<file path="src/rtl/rom_loader_ctrl.sv">
// ROM download controller: captures data_io bytes into a small FIFO and replays
// them as toggle-handshake writes on one or more sdram ports.
module rom_loader_ctrl #(
   parameter int         NUM_PORTS  = 2,
   parameter bit         MIRROR     = 1'b1,
   parameter int         SEL_BIT    = 22,
   parameter bit         PACK16     = 1'b0,
   parameter logic [7:0] ROM_INDEX  = 8'd0,
   parameter int         FIFO_DEPTH = 8
) (
   input  logic                 clk_sys,
   input  logic                 reset_n,
   input  logic                 ioctl_download,
   input  logic [7:0]           ioctl_index,
   input  logic                 ioctl_wr,
   input  logic [24:0]          ioctl_addr,
   input  logic [7:0]           ioctl_dout,
   input  logic                 user_reset,
   output logic [NUM_PORTS-1:0] port_req,
   input  logic [NUM_PORTS-1:0] port_ack,
   output logic [22:0]          port_a,
   output logic [15:0]          port_d,
   output logic [1:0]           port_ds,
   output logic                 port_we,
   output logic                 rom_loaded,
   output logic                 core_reset,
   output logic                 busy,
   output logic                 overflow
);
   localparam int SELW = (NUM_PORTS > 1) ? $clog2(NUM_PORTS) : 1;
   localparam int AW   = $clog2(FIFO_DEPTH);

   typedef enum logic [1:0] {SYNC, IDLE, ISSUE, WAIT} state_t;
   state_t state_q, state_d;

   logic [31:0]          mem_q [FIFO_DEPTH];
   logic [AW:0]          wp_q, rp_q;
   logic                 fifo_empty, fifo_full, push, pop, cap, rom_dl;
   logic [23:0]          h_addr;
   logic [7:0]           h_byte;
   logic [NUM_PORTS-1:0] req_q, req_d, tmask_q, tmask_d, sel_mask;
   logic [23:0]          a_q, a_d, hold_addr_q, hold_addr_d;
   logic [15:0]          d_q, d_d;
   logic [1:0]           ds_q, ds_d;
   logic [7:0]           hold_byte_q, hold_byte_d;
   logic                 hold_vld_q, hold_vld_d;
   logic                 wr_q, rom_dl_q, ended_q, loaded_q, ovf_q, core_reset_q;
   logic                 unused_addr_msb;

   assign unused_addr_msb = ioctl_addr[24];

   assign rom_dl     = ioctl_download & (ioctl_index == ROM_INDEX);
   assign cap        = ioctl_wr & ~wr_q & rom_dl;
   assign fifo_empty = (wp_q == rp_q);
   assign fifo_full  = (wp_q[AW] != rp_q[AW]) && (wp_q[AW-1:0] == rp_q[AW-1:0]);
   assign push       = cap & ~fifo_full;
   assign h_addr     = mem_q[rp_q[AW-1:0]][31:8];
   assign h_byte     = mem_q[rp_q[AW-1:0]][7:0];

   always_ff @(posedge clk_sys) begin
      if (push) mem_q[wp_q[AW-1:0]] <= {ioctl_addr[23:0], ioctl_dout};
   end

   // Target ports for the write currently in the issue registers.
   always_comb begin
      sel_mask = '0;
      if (MIRROR || NUM_PORTS == 1) sel_mask = '1;
      else
         for (int i = 0; i < NUM_PORTS; i++)
            if (a_q[SEL_BIT +: SELW] == SELW'(i)) sel_mask[i] = 1'b1;
   end

   always_comb begin
      state_d     = state_q;
      req_d       = req_q;
      tmask_d     = tmask_q;
      a_d         = a_q;
      d_d         = d_q;
      ds_d        = ds_q;
      hold_vld_d  = hold_vld_q;
      hold_addr_d = hold_addr_q;
      hold_byte_d = hold_byte_q;
      pop         = 1'b0;
      case (state_q)
         SYNC: begin
            req_d   = port_ack;
            state_d = IDLE;
         end
         IDLE: begin
            if (!fifo_empty) begin
               if (!PACK16) begin
                  pop     = 1'b1;
                  a_d     = h_addr;
                  d_d     = {h_byte, h_byte};
                  ds_d    = {h_addr[0], ~h_addr[0]};
                  state_d = ISSUE;
               end else if (hold_vld_q) begin
                  // Pair with the head if it is the odd partner, else flush the held byte alone.
                  hold_vld_d = 1'b0;
                  a_d        = hold_addr_q;
                  state_d    = ISSUE;
                  if (h_addr == hold_addr_q + 24'd1) begin
                     pop  = 1'b1;
                     d_d  = {h_byte, hold_byte_q};
                     ds_d = 2'b11;
                  end else begin
                     d_d  = {hold_byte_q, hold_byte_q};
                     ds_d = 2'b01;
                  end
               end else if (!h_addr[0]) begin
                  pop         = 1'b1;
                  hold_vld_d  = 1'b1;
                  hold_addr_d = h_addr;
                  hold_byte_d = h_byte;
               end else begin
                  pop     = 1'b1;
                  a_d     = h_addr;
                  d_d     = {h_byte, h_byte};
                  ds_d    = 2'b10;
                  state_d = ISSUE;
               end
            end else if (PACK16 && hold_vld_q && !ioctl_download) begin
               hold_vld_d = 1'b0;
               a_d        = hold_addr_q;
               d_d        = {hold_byte_q, hold_byte_q};
               ds_d       = 2'b01;
               state_d    = ISSUE;
            end
         end
         ISSUE: begin
            if (sel_mask == '0) state_d = IDLE;
            else begin
               req_d   = req_q ^ sel_mask;
               tmask_d = sel_mask;
               state_d = WAIT;
            end
         end
         WAIT: if (((req_q ^ port_ack) & tmask_q) == '0) state_d = IDLE;
         default: state_d = SYNC;
      endcase
   end

   assign busy = ~fifo_empty | hold_vld_q | (state_q == ISSUE) | (state_q == WAIT);

   always_ff @(posedge clk_sys) begin
      if (!reset_n) begin
         state_q      <= SYNC;
         wp_q         <= '0;
         rp_q         <= '0;
         req_q        <= '0;
         tmask_q      <= '0;
         a_q          <= '0;
         d_q          <= '0;
         ds_q         <= '0;
         hold_vld_q   <= 1'b0;
         hold_addr_q  <= '0;
         hold_byte_q  <= '0;
         wr_q         <= 1'b0;
         rom_dl_q     <= 1'b0;
         ended_q      <= 1'b0;
         loaded_q     <= 1'b0;
         ovf_q        <= 1'b0;
         core_reset_q <= 1'b1;
      end else begin
         state_q      <= state_d;
         req_q        <= req_d;
         tmask_q      <= tmask_d;
         a_q          <= a_d;
         d_q          <= d_d;
         ds_q         <= ds_d;
         hold_vld_q   <= hold_vld_d;
         hold_addr_q  <= hold_addr_d;
         hold_byte_q  <= hold_byte_d;
         wr_q         <= ioctl_wr;
         rom_dl_q     <= rom_dl;
         if (push) wp_q <= wp_q + (AW+1)'(1);
         if (pop)  rp_q <= rp_q + (AW+1)'(1);
         if (cap && fifo_full) ovf_q <= 1'b1;
         if (rom_dl_q && !ioctl_download) ended_q <= 1'b1;
         if (ended_q && !ioctl_download && !busy) loaded_q <= 1'b1;
         core_reset_q <= user_reset | ~loaded_q | rom_dl;
      end
   end

   assign port_req   = req_q;
   assign port_a     = a_q[23:1];
   assign port_d     = d_q;
   assign port_ds    = ds_q;
   assign port_we    = ioctl_download | busy;
   assign rom_loaded = loaded_q;
   assign core_reset = core_reset_q;
   assign overflow   = ovf_q;
endmodule

</file>
<file path="config.mk">
export PLATFORM = sky130hd
export DESIGN_NAME = rom_loader_ctrl
export DESIGN_NICKNAME = d
export VERILOG_FILES = /design/src/rtl/rom_loader_ctrl.sv
export SDC_FILE = /design/constraint.sdc
export NUM_CORES = 1
export LEC_CHECK = 0
export BUFFER_PORTS_ARGS = -buffer_cell sky130_fd_sc_hd__buf_4
export CAP_MARGIN = 25
export CORE_MARGIN = 3
export CORE_UTILIZATION = 40
export DETAILED_ROUTE_END_ITERATION = 7
export PLACE_DENSITY = 0.66
export SYNTH_ARGS = -nofsm -noshare
export SYNTH_HDL_FRONTEND = slang
export SYNTH_SLANG_ARGS = --single-unit
</file>
<file path="constraint.sdc">
create_clock -name clk_sys -period 15.3 [get_ports clk_sys]
set_clock_uncertainty 0.1 [all_clocks]
set_input_delay 3.06 -clock clk_sys [delete_from_list [all_inputs] [get_ports clk_sys]]
set_output_delay 3.06 -clock clk_sys [all_outputs]
set_load 0.01 [all_outputs]
</file>
; Yosys cells after proc, flatten, opt, wreduce, memory -nomap -nowiden
; Memory sizes are Yosys's and may differ from the RTL's. A register that Yosys moved wholly into a read port is not among the register bits.
; Cells that the tools add are included.
[word_totals]
ram_bits = 256
word_cells = 65
n_memories = 1
output_inout_bits = 48
ff_bits = 61
input_bits = 48
[op_classes]
add_sub_neg = 2
n_mux = 10
reduce_logical = 13
eq_ne = 8
bitwise_logic = 17
[mem_list]
columns = memory, words, width, read_ports, rd_clocked_by_memory_dff, wr, line_no
row1 = mem_q, 8, 32, 1, 1, 1, 36  ; logic [31:0] mem_q [FIFO_DEPTH];
[ops]
columns = operator, count
row1 = $add A4 B1 Y4 const B, 2
row2 = $logic_not A8 Y1, 1
row3 = $pmux W2 S4, 1
row4 = $mux W3, 2
row5 = $logic_and A1 B1 Y1, 5
row6 = $not A1 Y1, 5
row7 = $or A1 B1 Y1, 5
row8 = $and A1 B1 Y1, 4
row9 = $eq A2 B2 Y1 const B, 2
row10 = $eq A4 B4 Y1, 1
row11 = $logic_not A2 Y1, 2
row12 = $mux W1, 4
row13 = $mux W2, 2
row14 = $ne A2 B2 Y1 const B, 2
row15 = $pmux W2 S2, 1
row16 = $reduce_and A2 Y1, 2
row17 = $eq A3 B3 Y1, 1
row18 = $and A2 B2 Y2, 1
row19 = $eq A2 B1 Y1 const B, 1
row20 = $logic_not A1 Y1, 2
row21 = $not A2 Y2, 1
row22 = $reduce_bool A2 Y1, 1
row23 = $xor A2 B2 Y2, 1
row24 = $ne A1 B1 Y1, 1

; Logic depth before layout (Yosys ltp)
[depth]
depth_word = 6
depth_mapped = 7
depth_no_buf = 5

; Worst setup path after synthesis
; No wires, ideal clock.
[synth_timing]
kind = in2reg
start = in ioctl_index[2]
end = mem mem_q[1][0], enable pin
cell_stages = 4
setup_time_ns = 0.513
required_time_ns = 14.687
path_slack_ns = 7.513
arrival_time_ns = 7.174
n_path_buf = 0
path_cell_list = nor4_2 > and4b_1 > nand2_1 > nor4b_1
[synth_between]
elab_chain_len = 6
[synth_rtl]
columns = element, line_no
row1 = "start, declared", 14  ; input logic [7:0] ioctl_index,
row2 = $logic_not A8 Y1, 52  ; assign rom_dl = ioctl_download & (ioctl_index == ROM_INDEX);
row3 = $and A1 B1 Y1, 52
row4 = $and A1 B1 Y1, 53  ; assign cap = ioctl_wr & ~wr_q & rom_dl;
row5 = $and A1 B1 Y1, 56  ; assign push = cap & ~fifo_full;
row6 = $mux W1, 61  ; if (push) mem_q[wp_q[AW-1:0]] <= {ioctl_addr[23:0], ioctl_dout};
row7 = $mux W1 (implied by the code), 61
row8 = "end, declared", 36
; Every way passes these cells.

; Worst setup path after layout
[layout_timing]
start = in ioctl_download
end = out port_we
[layout_between]
elab_chain_len = 1
[layout_rtl]
columns = element, line_no
row1 = "start, declared", 13  ; input logic ioctl_download,
row2 = $or A1 B1 Y1, 189  ; assign port_we = ioctl_download | busy;
row3 = "end, declared", 24  ; output logic port_we,
; Every way passes these cells.

==> results by group <==
STA
  • Slew @ Worst Pin: 0.780 ns
  • Final setup fails: 0
  • Final period util: a little over two fifths
  • Fin. max-slew vios: 0
  • Fin crit period: 6.66 ns
  • F_max: 0.150 GHz
  • Headroom to the max-slew limit: 47.6%
  • Final worst slack: between 8 and 9 ns
  • RSZ-0062 raised after global routing: no
  • Final Hold Vio Count: 0
  • Setup TNS: 0 ns

Yosys
  • Instance count of the mapped netlist: 616
  • Number of flops mapped to enable cells by yosys: 256
  • Post-synth top area share: 65.2%
  • Register area share after synthesis: 74.5%
  • Post-synth top area cell: edfxtp_1
  • Netlist cell types: 40
  • Synth Register Bits: slightly above 300
  • Syn Area/Cell: 19.1 sq um
  • Yosys warns: 0
  • Area contributors post-synth: edfxtp_1 (65%), mux4_2 (12%), dfxtp_1 (9.3%), mux2i_1 (3.0%), a21oi_1 (1.7%)
  • FFs w/ async S/R, synth: 0%
  • Post-synth net total: 671
  • Synth Flop Type: edfxtp_1
  • Mapped Area: 11,800 sq um

Floorplan
  • Row Count: 62
  • Starting Density: approximately two fifths
  • Top Ports: 96
  • Die Y: 178 microns
  • Die ar.: 31,600 sq um
  • Core ar.: 28,900 sq um
  • Die Span X: 178 microns

Clocking
  • Clock sinks: 311
  • Post-CTS resize count: 0
  • CTS H-Tree Depth: 2
  • Root buffer cell: clkbuf_16
  • Postcts setup bufs: 0
  • Clk slew on worst S/H paths: 0.06 ns
  • CTS Hold Bufs: 0
  • CTS Buffer Depth: 3
  • Worst skew pair latency: just over 0.5 ns
  • CTS Buf Count: 34
  • CTS tree: done

Cells and area
  • Synth-to-Final Area Change: 18.6%
  • Non-Filler Instances: between 1k and 1.5k
  • Commonest non-fill, non-tap cell in the layout: edfxtp_1
  • Layout Nets: 773
  • Layout cell share with drive strength beyond 1: 31.5%
  • Fin util: 48.5%
  • Most frequent cells in the layout: edfxtp_1 (256), buf_4 (106), mux4_2 (64), dfxtp_1 (52), a21oi_1 (39)

Setup path
  • CP cell instances: buf_4 -> inv_1 -> nand3_1 -> buf_4
  • CP bufs+invs: 3
  • WP data arrival: between 3 and 4 ns
  • CP Max Fanout: 2
  • Critical Path RT: 12.14 ns
  • Nature of the critical path endpoint: primary output
  • CP Launch Type: input port
  • Cell mode on critical path: buf_4
  • Crit-path leading delay family: buffers and inverters
  • CP Class: input port to primary output
  • Crit-path max cell delay: approximately 0.18 ns
  • Slowest CP cell: buf_4

Hold path
  • Hold Crit Class: flop to flop

Route
  • ANT nets after route: 0
  • Final WL: 23.6 mm
  • TritonRoute pass-1 iters: 4
  • DRC: 0
  • Vias per cell: 5.23
  • Detailed-route via count: 5,904
  • Initial DRC count: 420
  • Routed wire per std cell: 20.9 microns

Pwr
  • Pleak: 4.56 nW
  • Worst IR Drop VDD: 0.0000627 V
  • Pwr dens: 125 nW/um^2
  • Power, Total: between 1.5 and 2 mW

Placed design
  • GP Congestion: 0.693
  • Post-Place Cells: 1,065
  • Port bufs: between 90 and 100
  • Pre-CTS setup slack: between 8 and 9 ns
  • Final HPWL DP: 12.7 mm

Global routing
  • Largest net degree at the start of global routing: 67
  • GR Overflow Total: 0
  • GRT Overall Usage: 15.1%
  • First-pass GRT wire length: 36.3 mm
  • Vias in the first global route: 6,223
  • Initial antenna violation count: 0

Flow run
  • Maxcap violations: 0

Status
  • Status: finished clean
==> cell usage after synthesis (3+ instances only) <==
library cell	count
edfxtp_1	256
mux4_2	64
dfxtp_1	55
a21oi_1	39
mux2i_1	35
o21ai_0	26
clkbuf_1	17
nand2_1	13
nor2_1	12
o21ai_1	10
buf_2	8
buf_4	8
ha_1	7
inv_1	7
nor4_1	6
buf_6	5
a211oi_1	4
nand3_1	4
nor2b_1	4
xnor2_1	4
nand4_1	3
nor4b_1	3
==> through the flow <==
stage	hold WS [ns]	area (sq um)
after floorplan	0.335	11800
after global placement	0.351	12900
after detailed placement	0.364	12900
after CTS	0.381	14000
after global routing	0.412	14000
final	0.370	14000
==> power breakdown <==
group,switching [mW],internal (mW)
clock,0.317,0.451
sequential,0.00573,0.920
combinational,0.0314,0.0271
==> logic make-up after synthesis <==
logic type,share of synthesized area [%]
adder cells (fa/ha/maj),0.743
XOR/XNOR,0.721
multiplexers,15.2
buffers and inverters,2.21
AND/OR/NAND/NOR,2.73
AO/OA/AOI/OAI,3.89
flip-flops,74.5
==> area by class of cell <==
class / count / area [sq um]
timing repair buffer: 107 / 823
clock buffer: 48 / 943
inverter: 7 / 26.3
multi-input combinational: 257 / 2800
sequential: 311 / 8790
clock inverter: 13 / 118
tap: 384 / 480
antenna: 1 / 2.50
fill: 2390 / 14900
==> path summary, 6_finish.rpt <==
| path | from | end | slack, ns | cells past startpoint |
|---|---|---|---|---|
| worst max-delay path | ioctl_download | port_we | 8.64 | 4 |
| worst min-delay path | rom_dl_q | ended_q | 0.37 | 2 |
| worst max register to register | wp_q[0] | mem_q[5][5] | 12.48 | 5 |
| worst min register to register | rom_dl_q | ended_q | 0.37 | 2 |
==> registers in the layout, indices dropped and copies added (netlist names), named ones only <==
name        count
overflow        1
port_ds         1
rp_q            4
mem_q         256
ended_q         1
wp_q            4
rom_dl_q        1
a_q            24
core_reset      1
tmask_q         1
rom_loaded      1
state_q         2
port_req        2
wr_q            1
port_d          8
==> per-layer routing <==
layer  vias up  routed length, microns  part of all wire, %  track usage (%)
met5         -                       0                    0                0
met4         0                     473                  2.0             4.02
met3        40                    1170                  5.0             3.04
met2       153                   11700                   50             25.3
met1      3031                   10300                   43             20.2
li1       2680                       -                    -                -
==> worst reg2reg max path: cells and delay by family, from the launching register on <==
kind / cells / cell delay [ns]
and+or+nand+nor: 3 / 0.80
DFF: 1 / 0.61
xor gates and xnor gates: 1 / 0.38
buffers and inverters: 1 / 0.54
(Power assumes the default switching activity.)
